**src/rtl/cpu_pkg.sv**
```systemverilog
// Shared encodings for the CPU control FSM: states, instruction fields, datapath selects.
// Branch states exist only when CPU_CTRL_BRANCH_EN is defined.
package cpu_pkg;

    typedef enum logic [4:0] {
        StRst    = 5'd0,
        StIf1    = 5'd1,
        StUpdpc  = 5'd2,
        StDecode = 5'd3,
        StWrImm  = 5'd4,
        StGetA   = 5'd5,
        StGetB   = 5'd6,
        StAlu    = 5'd7,
        StWrC    = 5'd8,
        StAluS   = 5'd9,
        StAddr   = 5'd10,
        StLatch  = 5'd11,
        StMemRd  = 5'd12,
        StPassB  = 5'd13,
        StMemWr  = 5'd14,
        StHalt   = 5'd15
`ifdef CPU_CTRL_BRANCH_EN
        ,
        StBr     = 5'd16,
        StLink   = 5'd17,
        StBrr    = 5'd18
`endif
    } state_e;

    typedef enum logic [1:0] {
        NselRn = 2'd0,
        NselRm = 2'd1,
        NselRd = 2'd2
    } nsel_e;

    typedef enum logic [1:0] {
        VselC      = 2'd0,
        VselSximm8 = 2'd1,
        VselPc     = 2'd2,
        VselMdata  = 2'd3
    } vsel_e;

    typedef enum logic [1:0] {
        PcselReset = 2'd0,
        PcselInc   = 2'd1,
        PcselRel   = 2'd2,
        PcselReg   = 2'd3
    } pcsel_e;

    typedef enum logic [1:0] {
        MemNone  = 2'd0,
        MemRead  = 2'd1,
        MemWrite = 2'd2
    } mem_cmd_e;

    localparam logic [2:0] OpcB    = 3'b001;
    localparam logic [2:0] OpcBl   = 3'b010;
    localparam logic [2:0] OpcLdr  = 3'b011;
    localparam logic [2:0] OpcStr  = 3'b100;
    localparam logic [2:0] OpcAlu  = 3'b101;
    localparam logic [2:0] OpcMov  = 3'b110;
    localparam logic [2:0] OpcHalt = 3'b111;

    localparam logic [1:0] OpMovReg = 2'b00;
    localparam logic [1:0] OpMovImm = 2'b10;
    localparam logic [1:0] OpAdd    = 2'b00;
    localparam logic [1:0] OpCmp    = 2'b01;
    localparam logic [1:0] OpAnd    = 2'b10;
    localparam logic [1:0] OpMvn    = 2'b11;
    localparam logic [1:0] OpBx     = 2'b00;
    localparam logic [1:0] OpBl     = 2'b11;

    localparam logic [2:0] CondAl = 3'b000;
    localparam logic [2:0] CondEq = 3'b001;
    localparam logic [2:0] CondNe = 3'b010;
    localparam logic [2:0] CondLt = 3'b011;
    localparam logic [2:0] CondLe = 3'b100;

    typedef struct packed {
        nsel_e    nsel;
        vsel_e    vsel;
        logic     loada;
        logic     loadb;
        logic     write;
        logic     asel;
        logic     bsel;
        logic     loads;
        logic     loadc;
        logic     loadpc;
        pcsel_e   pcsel;
        logic     load_addr;
        logic     msel;
        mem_cmd_e mem_cmd;
        logic     halted;
    } ctrl_t;

    localparam ctrl_t CtrlIdle = '{
        nsel: NselRn, vsel: VselC, loada: 1'b0, loadb: 1'b0, write: 1'b0, asel: 1'b0,
        bsel: 1'b0, loads: 1'b0, loadc: 1'b0, loadpc: 1'b0, pcsel: PcselReset,
        load_addr: 1'b0, msel: 1'b0, mem_cmd: MemNone, halted: 1'b0
    };

    localparam ctrl_t CtrlReset = '{
        nsel: NselRn, vsel: VselC, loada: 1'b0, loadb: 1'b0, write: 1'b0, asel: 1'b0,
        bsel: 1'b0, loads: 1'b0, loadc: 1'b0, loadpc: 1'b1, pcsel: PcselReset,
        load_addr: 1'b0, msel: 1'b0, mem_cmd: MemNone, halted: 1'b0
    };

    // Moore control word for a state; GET_B and ALU vary with the instruction in the IR.
    function automatic ctrl_t ctrl_for_state(input state_e s, input logic [2:0] opcode,
                                             input logic [1:0] op);
        ctrl_t c;
        c = CtrlIdle;
        case (s)
            StRst:    begin c.loadpc = 1'b1; c.pcsel = PcselReset; end
            StIf1:    c.mem_cmd = MemRead;
            StUpdpc:  begin c.loadpc = 1'b1; c.pcsel = PcselInc; end
            StWrImm:  begin c.nsel = NselRn; c.vsel = VselSximm8; c.write = 1'b1; end
            StGetA:   begin c.nsel = NselRn; c.loada = 1'b1; end
            StGetB:   begin
                c.nsel  = (opcode == OpcStr || opcode == OpcBl) ? NselRd : NselRm;
                c.loadb = 1'b1;
            end
            StAlu:    begin
                c.asel  = (opcode == OpcMov) || (opcode == OpcAlu && op == OpMvn);
                c.loadc = 1'b1;
            end
            StWrC:    begin c.nsel = NselRd; c.vsel = VselC; c.write = 1'b1; end
            StAluS:   c.loads = 1'b1;
            StAddr:   begin c.bsel = 1'b1; c.loadc = 1'b1; end
            StLatch:  c.load_addr = 1'b1;
            StMemRd:  begin
                c.msel = 1'b1; c.mem_cmd = MemRead; c.nsel = NselRd; c.vsel = VselMdata;
            end
            StPassB:  begin c.asel = 1'b1; c.loadc = 1'b1; end
            StMemWr:  begin c.msel = 1'b1; c.mem_cmd = MemWrite; end
            StHalt:   c.halted = 1'b1;
`ifdef CPU_CTRL_BRANCH_EN
            StBr:     begin c.loadpc = 1'b1; c.pcsel = PcselRel; end
            StLink:   begin c.nsel = NselRn; c.vsel = VselPc; c.write = 1'b1; end
            StBrr:    begin c.loadpc = 1'b1; c.pcsel = PcselReg; end
`endif
            default:  ;
        endcase
        return c;
    endfunction

endpackage

```
**src/rtl/cpu_ctrl_fsm_if.sv**
```systemverilog
// Instruction/status inputs and datapath/memory controls between the CPU controller and datapath.
interface cpu_ctrl_fsm_if;
    import cpu_pkg::*;

    logic [2:0] opcode;
    logic [1:0] op;
    logic [2:0] cond;
    logic [2:0] status;
    logic       mem_ready;

    logic [1:0] nsel;
    logic [1:0] vsel;
    logic       loada;
    logic       loadb;
    logic       write;
    logic       asel;
    logic       bsel;
    logic       loads;
    logic       loadc;
    logic       loadir;
    logic       loadpc;
    logic [1:0] pcsel;
    logic       load_addr;
    logic       msel;
    logic [1:0] mem_cmd;
    logic       halted;
    logic       fault;
    logic [4:0] state;

    modport master (
        input  opcode, op, cond, status, mem_ready,
        output nsel, vsel, loada, loadb, write, asel, bsel, loads, loadc,
        output loadir, loadpc, pcsel, load_addr, msel, mem_cmd, halted, fault, state
    );

    modport slave (
        output opcode, op, cond, status, mem_ready,
        input  nsel, vsel, loada, loadb, write, asel, bsel, loads, loadc,
        input  loadir, loadpc, pcsel, load_addr, msel, mem_cmd, halted, fault, state
    );

endinterface

```
**src/rtl/cpu_cond_eval.sv**
```systemverilog
// Branch condition evaluation from the {N,V,Z} status register.
module cpu_cond_eval
    import cpu_pkg::*;
(
    input  logic [2:0] i_cond,
    input  logic [2:0] i_status,
    output logic       o_taken
);

    logic w_n;
    logic w_v;
    logic w_z;
    logic w_lt;

    assign w_n  = i_status[2];
    assign w_v  = i_status[1];
    assign w_z  = i_status[0];
    assign w_lt = w_n ^ w_v;

    always_comb begin
        o_taken = 1'b0;
        case (i_cond)
            CondAl:  o_taken = 1'b1;
            CondEq:  o_taken = w_z;
            CondNe:  o_taken = ~w_z;
            CondLt:  o_taken = w_lt;
            CondLe:  o_taken = w_lt | w_z;
            default: o_taken = 1'b0;
        endcase
    end

endmodule

```
**src/rtl/cpu_ctrl_fsm.sv**
```systemverilog
// Multi-cycle CPU controller: fetch/decode/execute sequencing with memory wait timeout.
// Branch support (B, BL, BX) is built only when CPU_CTRL_BRANCH_EN is defined.
module cpu_ctrl_fsm
    import cpu_pkg::*;
#(
    parameter int unsigned MEM_WAIT_MAX = 15
) (
    input logic            clk,
    input logic            reset,
    cpu_ctrl_fsm_if.master io_bus
);

    if (MEM_WAIT_MAX == 0 || MEM_WAIT_MAX > 255) begin : g_bad_param
        $error("MEM_WAIT_MAX must be in 1..255");
    end

    localparam logic [7:0] WaitLast = 8'(MEM_WAIT_MAX - 1);

    state_e     r_state;
    state_e     w_next_state;
    ctrl_t      r_ctrl;
    logic [7:0] r_wait_cnt;
    logic       r_fault;
    logic       w_mem_state;
    logic       w_stall;
    logic       w_wait_hit;
    logic       w_cond_true;

    cpu_cond_eval u_cond_eval (
        .i_cond   (io_bus.cond),
        .i_status (io_bus.status),
        .o_taken  (w_cond_true)
    );

`ifndef CPU_CTRL_BRANCH_EN
    logic w_unused_cond;
    assign w_unused_cond = w_cond_true;
`endif

    assign w_mem_state = (r_state == StIf1) || (r_state == StMemRd) || (r_state == StMemWr);
    assign w_stall     = w_mem_state && !io_bus.mem_ready;
    assign w_wait_hit  = w_stall && (r_wait_cnt == WaitLast);

    always_comb begin
        w_next_state = r_state;
        case (r_state)
            StRst:    w_next_state = StIf1;
            StIf1:    if (io_bus.mem_ready) w_next_state = StUpdpc;
            StUpdpc:  w_next_state = StDecode;
            StDecode: begin
                case (io_bus.opcode)
                    OpcMov: begin
                        if (io_bus.op == OpMovImm)      w_next_state = StWrImm;
                        else if (io_bus.op == OpMovReg) w_next_state = StGetB;
                        else                            w_next_state = StIf1;
                    end
                    OpcAlu:         w_next_state = (io_bus.op == OpMvn) ? StGetB : StGetA;
                    OpcLdr, OpcStr: w_next_state = StGetA;
                    OpcHalt:        w_next_state = StHalt;
`ifdef CPU_CTRL_BRANCH_EN
                    OpcB:           w_next_state = w_cond_true ? StBr : StIf1;
                    OpcBl: begin
                        if (io_bus.op == OpBl)      w_next_state = StLink;
                        else if (io_bus.op == OpBx) w_next_state = StGetB;
                        else                        w_next_state = StIf1;
                    end
`endif
                    default:        w_next_state = StIf1;
                endcase
            end
            StWrImm:  w_next_state = StIf1;
            StGetA:   w_next_state = (io_bus.opcode == OpcLdr || io_bus.opcode == OpcStr)
                                     ? StAddr : StGetB;
            StGetB: begin
                if (io_bus.opcode == OpcStr || io_bus.opcode == OpcBl) begin
                    w_next_state = StPassB;
                end else if (io_bus.opcode == OpcAlu && io_bus.op == OpCmp) begin
                    w_next_state = StAluS;
                end else begin
                    w_next_state = StAlu;
                end
            end
            StAlu:    w_next_state = StWrC;
            StWrC:    w_next_state = StIf1;
            StAluS:   w_next_state = StIf1;
            StAddr:   w_next_state = StLatch;
            StLatch:  w_next_state = (io_bus.opcode == OpcStr) ? StGetB : StMemRd;
            StMemRd:  if (io_bus.mem_ready) w_next_state = StIf1;
`ifdef CPU_CTRL_BRANCH_EN
            StPassB:  w_next_state = (io_bus.opcode == OpcStr) ? StMemWr : StBrr;
            StBr:     w_next_state = StIf1;
            StLink:   w_next_state = StBr;
            StBrr:    w_next_state = StIf1;
`else
            StPassB:  w_next_state = StMemWr;
`endif
            StMemWr:  if (io_bus.mem_ready) w_next_state = StIf1;
            StHalt:   w_next_state = StHalt;
            default:  w_next_state = StRst;
        endcase
        // A memory timeout overrides whatever the state would otherwise do.
        if (w_wait_hit) w_next_state = StHalt;
    end

    // Control word is registered from the next state so it lines up with r_state.
    always_ff @(posedge clk or negedge reset) begin
        if (!reset) begin
            r_state    <= StRst;
            r_ctrl     <= CtrlReset;
            r_wait_cnt <= 8'd0;
            r_fault    <= 1'b0;
        end else begin
            r_state <= w_next_state;
            r_ctrl  <= ctrl_for_state(w_next_state, io_bus.opcode, io_bus.op);
            r_fault <= r_fault | w_wait_hit;
            if (w_next_state != r_state) begin
                r_wait_cnt <= 8'd0;
            end else if (w_stall) begin
                r_wait_cnt <= r_wait_cnt + 8'd1;
            end
        end
    end

    assign io_bus.nsel      = r_ctrl.nsel;
    assign io_bus.vsel      = r_ctrl.vsel;
    assign io_bus.loada     = r_ctrl.loada;
    assign io_bus.loadb     = r_ctrl.loadb;
    assign io_bus.write     = r_ctrl.write | ((r_state == StMemRd) & io_bus.mem_ready);
    assign io_bus.asel      = r_ctrl.asel;
    assign io_bus.bsel      = r_ctrl.bsel;
    assign io_bus.loads     = r_ctrl.loads;
    assign io_bus.loadc     = r_ctrl.loadc;
    assign io_bus.loadir    = (r_state == StIf1) & io_bus.mem_ready;
    assign io_bus.loadpc    = r_ctrl.loadpc;
    assign io_bus.pcsel     = r_ctrl.pcsel;
    assign io_bus.load_addr = r_ctrl.load_addr;
    assign io_bus.msel      = r_ctrl.msel;
    assign io_bus.mem_cmd   = r_ctrl.mem_cmd;
    assign io_bus.halted    = r_ctrl.halted;
    assign io_bus.fault     = r_fault;
    assign io_bus.state     = r_state;

endmodule

```
**src/flat_wrapper.sv**
```systemverilog
// flat-port wrapper written by rule: the top's interface ports become plain ports
module cpu_ctrl_fsm_flat import cpu_pkg::*;
#(
    parameter int unsigned MEM_WAIT_MAX = 15
)
  (clk, reset, io_bus_opcode, io_bus_op, io_bus_cond, io_bus_status, io_bus_mem_ready, io_bus_nsel, io_bus_vsel, io_bus_loada, io_bus_loadb, io_bus_write, io_bus_asel, io_bus_bsel, io_bus_loads, io_bus_loadc, io_bus_loadir, io_bus_loadpc, io_bus_pcsel, io_bus_load_addr, io_bus_msel, io_bus_mem_cmd, io_bus_halted, io_bus_fault, io_bus_state);
  cpu_ctrl_fsm_if io_bus_i ();
  input logic clk;
  input logic reset;
  input wire logic [$bits(io_bus_i.opcode)-1:0] io_bus_opcode;
  input wire logic [$bits(io_bus_i.op)-1:0] io_bus_op;
  input wire logic [$bits(io_bus_i.cond)-1:0] io_bus_cond;
  input wire logic [$bits(io_bus_i.status)-1:0] io_bus_status;
  input wire logic [$bits(io_bus_i.mem_ready)-1:0] io_bus_mem_ready;
  output wire logic [$bits(io_bus_i.nsel)-1:0] io_bus_nsel;
  output wire logic [$bits(io_bus_i.vsel)-1:0] io_bus_vsel;
  output wire logic [$bits(io_bus_i.loada)-1:0] io_bus_loada;
  output wire logic [$bits(io_bus_i.loadb)-1:0] io_bus_loadb;
  output wire logic [$bits(io_bus_i.write)-1:0] io_bus_write;
  output wire logic [$bits(io_bus_i.asel)-1:0] io_bus_asel;
  output wire logic [$bits(io_bus_i.bsel)-1:0] io_bus_bsel;
  output wire logic [$bits(io_bus_i.loads)-1:0] io_bus_loads;
  output wire logic [$bits(io_bus_i.loadc)-1:0] io_bus_loadc;
  output wire logic [$bits(io_bus_i.loadir)-1:0] io_bus_loadir;
  output wire logic [$bits(io_bus_i.loadpc)-1:0] io_bus_loadpc;
  output wire logic [$bits(io_bus_i.pcsel)-1:0] io_bus_pcsel;
  output wire logic [$bits(io_bus_i.load_addr)-1:0] io_bus_load_addr;
  output wire logic [$bits(io_bus_i.msel)-1:0] io_bus_msel;
  output wire logic [$bits(io_bus_i.mem_cmd)-1:0] io_bus_mem_cmd;
  output wire logic [$bits(io_bus_i.halted)-1:0] io_bus_halted;
  output wire logic [$bits(io_bus_i.fault)-1:0] io_bus_fault;
  output wire logic [$bits(io_bus_i.state)-1:0] io_bus_state;
  assign io_bus_i.opcode = io_bus_opcode;
  assign io_bus_i.op = io_bus_op;
  assign io_bus_i.cond = io_bus_cond;
  assign io_bus_i.status = io_bus_status;
  assign io_bus_i.mem_ready = io_bus_mem_ready;
  assign io_bus_nsel = io_bus_i.nsel;
  assign io_bus_vsel = io_bus_i.vsel;
  assign io_bus_loada = io_bus_i.loada;
  assign io_bus_loadb = io_bus_i.loadb;
  assign io_bus_write = io_bus_i.write;
  assign io_bus_asel = io_bus_i.asel;
  assign io_bus_bsel = io_bus_i.bsel;
  assign io_bus_loads = io_bus_i.loads;
  assign io_bus_loadc = io_bus_i.loadc;
  assign io_bus_loadir = io_bus_i.loadir;
  assign io_bus_loadpc = io_bus_i.loadpc;
  assign io_bus_pcsel = io_bus_i.pcsel;
  assign io_bus_load_addr = io_bus_i.load_addr;
  assign io_bus_msel = io_bus_i.msel;
  assign io_bus_mem_cmd = io_bus_i.mem_cmd;
  assign io_bus_halted = io_bus_i.halted;
  assign io_bus_fault = io_bus_i.fault;
  assign io_bus_state = io_bus_i.state;
  cpu_ctrl_fsm #(.MEM_WAIT_MAX(MEM_WAIT_MAX)) u_core (.clk(clk), .reset(reset), .io_bus(io_bus_i));
endmodule
```
**config.mk**
```make
export PLATFORM = sky130hd
export DESIGN_NAME = cpu_ctrl_fsm_flat
export DESIGN_NICKNAME = d
export VERILOG_FILES = /design/src/rtl/cpu_pkg.sv /design/src/rtl/cpu_ctrl_fsm_if.sv /design/src/rtl/cpu_cond_eval.sv /design/src/rtl/cpu_ctrl_fsm.sv /design/src/flat_wrapper.sv
export SDC_FILE = /design/constraint.sdc
export NUM_CORES = 1
export LEC_CHECK = 0
export CORE_MARGIN = 2
export CORE_UTILIZATION = 50
export CTS_BUF_LIST = sky130_fd_sc_hd__clkbuf_8 sky130_fd_sc_hd__clkbuf_16
export DETAILED_ROUTE_END_ITERATION = 6
export GPL_TIMING_DRIVEN = 0
export PLACE_DENSITY_LB_ADDON = 0.15
export SLEW_MARGIN = 20
export SYNTH_ARGS = -nofsm -noshare
export SYNTH_HDL_FRONTEND = slang
export SYNTH_HIERARCHICAL = 1
export SYNTH_SLANG_ARGS = --single-unit
export TNS_END_PERCENT = 5
```
**constraint.sdc**
```tcl
create_clock -name clk -period 6.7 [get_ports clk]
set_clock_uncertainty 0.1 [all_clocks]
set_input_delay 0.67 -clock clk [delete_from_list [all_inputs] [get_ports clk]]
set_output_delay 0.67 -clock clk [all_outputs]
set_load 0.03 [all_outputs]
```
After elaboration in Yosys (flattened, before gate mapping)
Index checks and enable logic that the tools add are counted.
{"block": "totals", "ff_bits": 33, "input_bits": 14, "out_inout_bits": 26, "wordCells": 114}
{"block": "classes", "add_sub_neg": 1, "eq_ne": 40, "n_mux": 29, "bitwise_logic": 4, "reduce_logical": 22}
{"cell": "5-bit by 4-bit equality test with 1-bit output (second input constant)", "n": 16}
{"cell": "5-bit case mux with 12 select lines", "n": 1}
{"cell": "5-bit by 3-bit equality test with 1-bit output (second input constant)", "n": 8}
{"cell": "5-bit 2-to-1 mux", "n": 5}
{"cell": "5-bit case mux with 4 select lines", "n": 1}
{"cell": "8-bit 2-to-1 mux", "n": 2}
{"cell": "5-bit by 2-bit equality test with 1-bit output (second input constant)", "n": 3}
{"cell": "3-bit equality test (second input constant)", "n": 4}
{"cell": "4-bit 2-to-1 mux", "n": 3}
{"cell": "2-bit case mux with 2 select lines", "n": 3}
{"cell": "2-bit OR reduction", "n": 6}
{"cell": "5-bit by 1-bit equality test with 1-bit output (second input constant)", "n": 2}
{"cell": "5-bit zero test", "n": 2}
{"cell": "1-bit 2-to-1 mux", "n": 9}
{"cell": "8-bit by 1-bit adder with 8-bit output (second input constant)", "n": 1}
{"cell": "8-bit by 4-bit equality test with 1-bit output (second input constant)", "n": 1}
{"cell": "3-bit by 2-bit equality test with 1-bit output (second input constant)", "n": 2}
{"cell": "3-bit case mux with 2 select lines", "n": 1}
{"cell": "1-bit logical OR", "n": 5}
{"cell": "5-bit inequality test", "n": 1}
{"cell": "2-bit equality test (second input constant)", "n": 2}
{"cell": "1-bit logical AND", "n": 4}
{"cell": "2-bit 2-to-1 mux", "n": 2}
{"cell": "4-bit OR reduction", "n": 1}
{"cell": "other kinds (9)", "n": 11}

Depth between registers and ports, before layout
Gate-level depths: netlist of the first run.
{"block": "depth", "ltp_word": 9, "depth_mapped": 9, "mapped_depth_nobuf": 7}

Least setup slack after synthesis of the first run
OpenSTA, ideal clock, no wires.
{"block": "synth_timing", "path_type": "register -> output", "startpoint": "register u_core.r_state[0] (netlist: u_core/io_bus.state[0])", "endpoint": "output port io_bus_loadir", "arrival_ns": 1.855, "t_required_ns": 5.930, "setup_slack_ns": 4.075, "path_stages_with_launch": 5, "path_buffers": 1, "path_cell_list": "dfrtp_1 clkbuf_1 nor2b_1 nand2_1 nor3_1"}
{"block": "synth_between", "elab_chain_cells": 2}
{"element": "start: declaration", "line_no": "cpu_ctrl_fsm.sv:19", "rtl": "state_e r_state;"}
{"element": "start signal: assignment", "line_no": "cpu_ctrl_fsm.sv:108", "rtl": "r_state <= StRst;"}
{"element": "start signal: assignment", "line_no": "cpu_ctrl_fsm.sv:113", "rtl": "r_state <= w_next_state;"}
{"element": "5-bit by 1-bit equality test with 1-bit output", "line_no": "cpu_ctrl_fsm.sv:133", "rtl": "assign io_bus.loadir = (r_state == StIf1) & io_bus.mem_ready;"}
{"element": "1-bit bitwise AND", "line_no": "cpu_ctrl_fsm.sv:133"}
{"element": "end: declaration", "line_no": "flat_wrapper.sv:24", "rtl": "output wire logic [$bits(io_bus_i.loadir)-1:0] io_bus_loadir;"}
Every way passes these cells.

Worst setup path in the final report of the first run
{"block": "layout_timing", "startpoint": "input port io_bus_mem_ready", "endpoint": "output port io_bus_loadir"}
{"block": "layout_between", "elab_chain_cells": 1}
{"element": "start: declaration", "line_no": "flat_wrapper.sv:14", "rtl": "input wire logic [$bits(io_bus_i.mem_ready)-1:0] io_bus_mem_ready;"}
{"element": "1-bit bitwise AND", "line_no": "cpu_ctrl_fsm.sv:133"}
Every way passes these cells.

==> impl_metrics.csv, run 1 <==
group,metric,value,unit
logic_synthesis,synth.area.top_cells,"dfrtp_1 (38%), nor3_1 (3.6%), buf_4 (3.3%)",
sta,setup_violations,0,
floorplan,core,4000,um^2
sta,finalSetupTns,0,ns
detailed_routing,via_count,1644,
layout,syn2layout_area_growth,23.3,%
logic_synthesis,synth_top_cell_by_area,"dfrtp_1",
placed_design,place.gp.congestion,0.852,
detailed_routing,drt-total-wl,4.26,mm
detailed_routing,drc_errors,0,
sta,hold_viol,0,
global_route,antenna_found_initial,0,
floorplan,die_x,68.3,um
flow_run,maxCapViolations,0,
clock_tree,postCtsSetupBuffers,0,
floorplan,die_h,68.3,um
global_route,grt_usage,0.209,
power,power.total,452,uW
critical_path,cp-start-kind,"primary input",
placed_design,hpwl,3.03,mm
floorplan,initial_core_util,0.516,
global_route,grt_pass1_vias,1437,
detailed_routing,ant_nets,0,
global_route,grt_remaining_overflow,0,
run_status,outcome,"completed",
power,ir_worst_vdd,0.0818,mV
critical_path,cp_data_required_time,5.93,ns
placed_design,dp.cells,282,
layout,final_cells,290,
logic_synthesis,async_flop_share,1.00,
floorplan,die-area,4660,um^2
clock_tree,cts_tree,"built",
logic_synthesis,synth_most_common_cell,"dfrtp_1",
global_route,grt_first_pass_wirelength,7.19,mm
layout,fin_area,2550,um^2
clock_tree,cts_max_level,2,
logic_synthesis,ys_warn_count,6,
sta,min_period,3.38,ns
logic_synthesis,synth_ff_type,"dfrtp_1",
clock_tree,clk_latency,0.28,ns
logic_synthesis,ys_ff_latch,32,
critical_path,path_max_fanout,7,
logic_synthesis,synth_area,2070,um^2
critical_path,r2r_cells,7,
detailed_routing,first_iter_violations,95,
detailed_routing,dr.pass1.iters,4,
floorplan,fp-row-count,23,
sta,finalMaxSlewViolations,0,
detailed_routing,wl_per_cell,14.7,um
logic_synthesis,synth_area_per_cell,10.4,um^2
placed_design,numPortBuffers,32,
power,powerDensity,178,nW/um^2
logic_synthesis,netlist_top_cells_count,"dfrtp_1 (31), nor3_1 (15), nand2_1 (11), nor2_1 (10), buf_4 (9)",
sta,tightest_slew,0.667,ns
floorplan,io-pin-count,40,
detailed_routing,vias_per_cell,5.67,
logic_synthesis,yosysSeqAreaShare,0.388,
logic_synthesis,synthCells,199,
clock_tree,root_buffer,"clkbuf_8",
clock_tree,hold_buffers,0,
worst_hold_path,hold_class,"primary input to asynchronous set/reset pin",
clock_tree,cts_sinks,32,
clock_tree,clkTransAtPathRegs,0.07,ns
logic_synthesis,synth.distinct_cells,66,
layout,antenna_cells,0,
clock_tree,clock_path_buffers,2,
placed_design,place_area,2450,um^2
sta,slew_headroom,0.555,
clock_tree,cts_resized,0,
global_route,grt_max_degree,33,
power,p_leak,0.00109,uW
layout,drive_above_1_share,0.204,
sta,rsz0062_at_grt,"no",
critical_path,critical_path_class,"primary input to primary output",
critical_path,arrival,2.61,ns
sta,max_clock_freq,296,MHz
critical_path,crit_path_end_kind,"primary output",
logic_synthesis,synth_edf_count,0,
layout,nets,255,
logic_synthesis,yosysTopAreaCellShare,0.376,
sta,min_period_over_period,0.504,
clock_tree,numCtsBuffers,5,
==> through the flow <==
step / hold WS [ns] / util / setup WS (ns)
finish: 0.318 / 0.637 / 3.32
global route: 0.382 / 0.637 / 3.17
CTS: 0.342 / 0.637 / 3.32
detailed placement: 0.356 / 0.612 / 3.33
global placement: 0.354 / 0.613 / 3.32
floorplan: 0.274 / - / 4.08
==> layer usage <==
metal | routed length (um) | track usage
met3 | 240 | 0.0411
met2 | 1920 | 0.307
met1 | 2050 | 0.303
met4 | 52 | 0.0800
met5 | 0 | 0
==> cell usage in the layout, fill, tap and decap left out, drive strengths merged, types with 2 or more instances in the layout <==
cell type / count
and3: 4
clkbuf: 9
nor2: 10
nand3: 5
inv: 7
nand3b: 5
nor3b: 4
nor2b: 6
clkdlybuf4s50: 31
nor4: 5
nor3: 16
o211ai: 4
o21a: 4
a21boi: 2
buf: 17
xnor2: 3
nor4b: 2
dfrtp: 31
nand4: 3
o21ai: 10
nand2b: 7
nand4bb: 2
xor2: 4
or4b: 2
conb: 2
a21oi: 8
nand2: 12
a211oi: 2
ha: 2
==> worst max-delay path, stage by stage <==
cell,delay [ns]
clkdlybuf4s50_1,0.64
nor2b_1,0.29
nand2_1,0.10
nor3_1,0.19
clkdlybuf4s50_1,0.71
==> state kept, by name, indices dropped and copies added, names as in the netlist, 2 cells and up <==
signal	count
u_core/io_bus.nsel	2
u_core/io_bus.state	5
u_core/io_bus.mem_cmd	2
u_core/io_bus.vsel	2
u_core/r_wait_cnt	8
==> where the power goes <==
group / total, uW / internal, uW / leakage, uW / switching, uW
registers: 203 / 198 / 0.000437 / 4.77
logic: 87.6 / 34.7 / 0.000601 / 52.9
clock network: 162 / 92.2 / 0.0000557 / 69.7
total: 452 / 325 / 0.00109 / 127
==> area by class of cell <==
cell class / instances / area [um^2]
Inverter: 6 / 22.5
Fill cell: 369 / 1450
Multi-Input combinational cell: 144 / 1100
Timing Repair Buffer: 32 / 315
Buffer: 18 / 141
Clock inverter: 1 / 3.75
Sequential cell: 32 / 802
Clock buffer: 7 / 96.3
Tap cell: 50 / 62.6
==> final timing paths <==
check | to | slack, ns | start
hold / removal | u_core/io_bus.nsel[0] | 0.32 | reset
max in group asynchronous | u_core/r_wait_cnt[1] | 5.75 | reset
hold reg to reg | u_core/io_bus.fault | 0.36 | u_core/io_bus.fault
setup reg to reg | u_core/io_bus.nsel[1] | 4.15 | u_core/io_bus.state[2]
setup / recovery | io_bus_loadir | 3.32 | io_bus_mem_ready
min in group clk | u_core/io_bus.fault | 0.36 | u_core/io_bus.fault
==> cell families after synthesis <==
kind of cell / share of synthesized area
xor+xnor: 0.0297
buf+inv: 0.0793
compound gates: 0.194
fa+ha+maj: 0.0121
simple gates: 0.295
flops: 0.388
other cells: 0.00182
Power figures use the tool's default switching activity.
==> run 2: changes to the inputs <==
--- a/config.mk
+++ b/config.mk
@@ -6,7 +6,7 @@
 export NUM_CORES = 1
 export LEC_CHECK = 0
 export CORE_MARGIN = 2
-export CORE_UTILIZATION = 50
+export CORE_UTILIZATION = 47
 export CTS_BUF_LIST = sky130_fd_sc_hd__clkbuf_8 sky130_fd_sc_hd__clkbuf_16
 export DETAILED_ROUTE_END_ITERATION = 6
 export GPL_TIMING_DRIVEN = 0
==> constraint.sdc (replaced) <==
create_clock -name clk -period 2.9 [get_ports clk]
set_clock_uncertainty 0.1 [all_clocks]
set_input_delay 0.29 -clock clk [delete_from_list [all_inputs] [get_ports clk]]
set_output_delay 0.29 -clock clk [all_outputs]
set_load 0.03 [all_outputs]
==> impl_metrics.csv, run 2 (synthesis results as in run 1) <==
group,metric,value,unit
detailed_routing,drc_errors,0,
sta,slew_headroom,0.539,
critical_path,cp_num_buf_inv,2,
detailed_routing,ant_nets,0,
floorplan,die-area,4940,um^2
global_route,grt_first_pass_wirelength,7.47,mm
clock_tree,cts_tree,"built",
critical_path,cpMaxStageDelayCell,"clkdlybuf4s50_1",
clock_tree,root_buffer,"clkbuf_8",
placed_design,place.gp.congestion,0.873,
sta,setup_violations,0,
floorplan,fp-row-count,24,
clock_tree,clk_latency,0.28,ns
power,pwr-share-comb,0.200,
global_route,grt_max_degree,33,
floorplan,initial_core_util,0.481,
critical_path,cpLargestDelayFamily,"buffers and inverters",
critical_path,cp_slowest_stage_delay,0.69,ns
global_route,grt_remaining_overflow,0,
power,p_int,728,uW
clock_tree,numCtsBuffers,5,
detailed_routing,via_count,1643,
critical_path,crit_path_end_kind,"primary output",
sta,tightest_slew,0.692,ns
layout,syn2layout_area_growth,23.6,%
critical_path,cp_data_required_time,2.51,ns
critical_path,critPathLaunch,"u_core/io_bus.state[0]",
sta,finalSetupTns,0,ns
power,p_leak,0.00110,uW
global_route,grt_pass1_vias,1570,
detailed_routing,wl_per_cell,15.0,um
critical_path,r2r-start,"u_core/io_bus.state[2]",
worst_hold_path,holdCritStartpoint,"u_core/io_bus.fault",
floorplan,io-pin-count,40,
power,pwr-share-clk,0.340,
placed_design,hpwl,3.17,mm
detailed_routing,vias_per_cell,5.61,
layout,fin_area,2550,um^2
critical_path,cp-start-kind,"flop",
global_route,grt_usage,0.189,
sta,min_period_over_period,0.931,
power,powerDensity,399,nW/um^2
critical_path,path_max_fanout,10,
clock_tree,postCtsSetupBuffers,0,
sta,rsz0062_at_grt,"no",
critical_path,crit_chain,"clkbuf_2 -> nor2b_1 -> nand2_1 -> nor3_1 -> clkdlybuf4s50_1",
floorplan,die_h,70.3,um
clock_tree,cts_max_level,2,
floorplan,die_x,70.3,um
layout,nets,256,
worst_hold_path,hold_class,"flop to flop",
placed_design,place_area,2450,um^2
critical_path,arrival,2.31,ns
sta,max_clock_freq,370,MHz
power,switchingPower,292,uW
detailed_routing,first_iter_violations,145,
sta,hold_viol,0,
floorplan,core,4290,um^2
power,seqPwrFrac,0.460,
layout,regMostFlops,"u_core/r_wait_cnt",
flow_run,maxCapViolations,0,
run_status,outcome,"completed",
sta,finalMaxSlewViolations,0,
detailed_routing,dr.pass1.iters,4,
detailed_routing,drt-total-wl,4.39,mm
sta,min_period,2.70,ns
layout,drive_above_1_share,0.212,
critical_path,critical_path_class,"flop to primary output",
power,swShare,0.286,
layout,antenna_cells,0,
clock_tree,clkTransAtPathRegs,0.06,ns
clock_tree,cts_sinks,32,
layout,layout_common_cells,"clkdlybuf4s50_1 (31), dfrtp_1 (31), nor3_1 (15)",
clock_tree,clock_path_buffers,2,
placed_design,numPortBuffers,32,
layout,fillers,401,
global_route,antenna_found_initial,0,
layout,largest_reg_flops,8,
power,power.total,1020,uW
power,ir_worst_vdd,0.290,mV
==> run 2: cell types whose count changed in the layout (fill, tap and decap cells not counted) <==
cell,delta
inv_1,-1
clkbuf_2,+1
clkbuf_8,-1
clkbuf_1,-1
dlygate4sd3_1,+1
clkinv_2,+2
==> run 2: repair_timing <==
action,CTS,global route
setup endpoints to repair,0,1
gates resized for setup,0,2
endpoints found under the hold margin,31,0
hold buffers,1,0
==> run 2: power groups by stage <==
stage	Sequential [uW]	Combinational, uW	Clock (uW)
floorplan	486	126	0
global placement	477	201	0
detailed placement	477	202	0
CTS	468	204	359
global route	470	223	378
finish	469	204	347
==> run 2: final timing paths <==
path	depth (start not counted)	slack, ns	endpoint
worst max-delay path	5	0.20	io_bus_loadir
worst min-delay path	1	0.37	u_core/io_bus.fault
worst max register to register	7	0.37	u_core/io_bus.nsel[1]
worst min register to register	1	0.37	u_core/io_bus.fault
max in group asynchronous	2	1.76	u_core/io_bus.state[4]
min in group asynchronous	2	0.48	u_core/io_bus.mem_cmd[1]
==> run 2: worst register-to-register path, cell delays in order, from the launching register on <==
cell and delay (ns):
dfrtp_1 0.51, nand4bb_1 0.33, nor2_1 0.33, o32ai_2 0.15
o21ai_4 0.32, nand3b_4 0.15, or4b_1 0.48, o211ai_1 0.10
==> run 2: per-stage QoR <==
step,util,hold slack (ns),worst slack [ns],cells
6_report,0.595,0.372,0.199,293
5_1_grt,0.595,0.415,0.0437,293
4_1_cts,0.594,0.379,0.0922,293
3_5_place_dp,0.571,0.276,0.0185,284
3_3_place_gp,0.572,0.355,0.0423,284
2_1_floorplan,-,-0.106,0.512,200
==> run 2: final cells by class <==
class                   count  area (um^2)  area share
plain buffers              18          143      0.0559
clock buffers               6         82.6      0.0323
clock inverters             2         10.0     0.00392
inverters                   6         22.5     0.00882
multi-input cells         144         1100       0.432
flip-flops and latches     32          802       0.314
well taps                  52         65.1      0.0255
repair buffers             33          325       0.127
==> run 2: layer usage <==
layer | track usage | part of all wire
met1 | 0.259 | 0.46
met2 | 0.292 | 0.48
met3 | 0.0476 | 0.044
met4 | 0.0598 | 0.010
met5 | 0 | 0
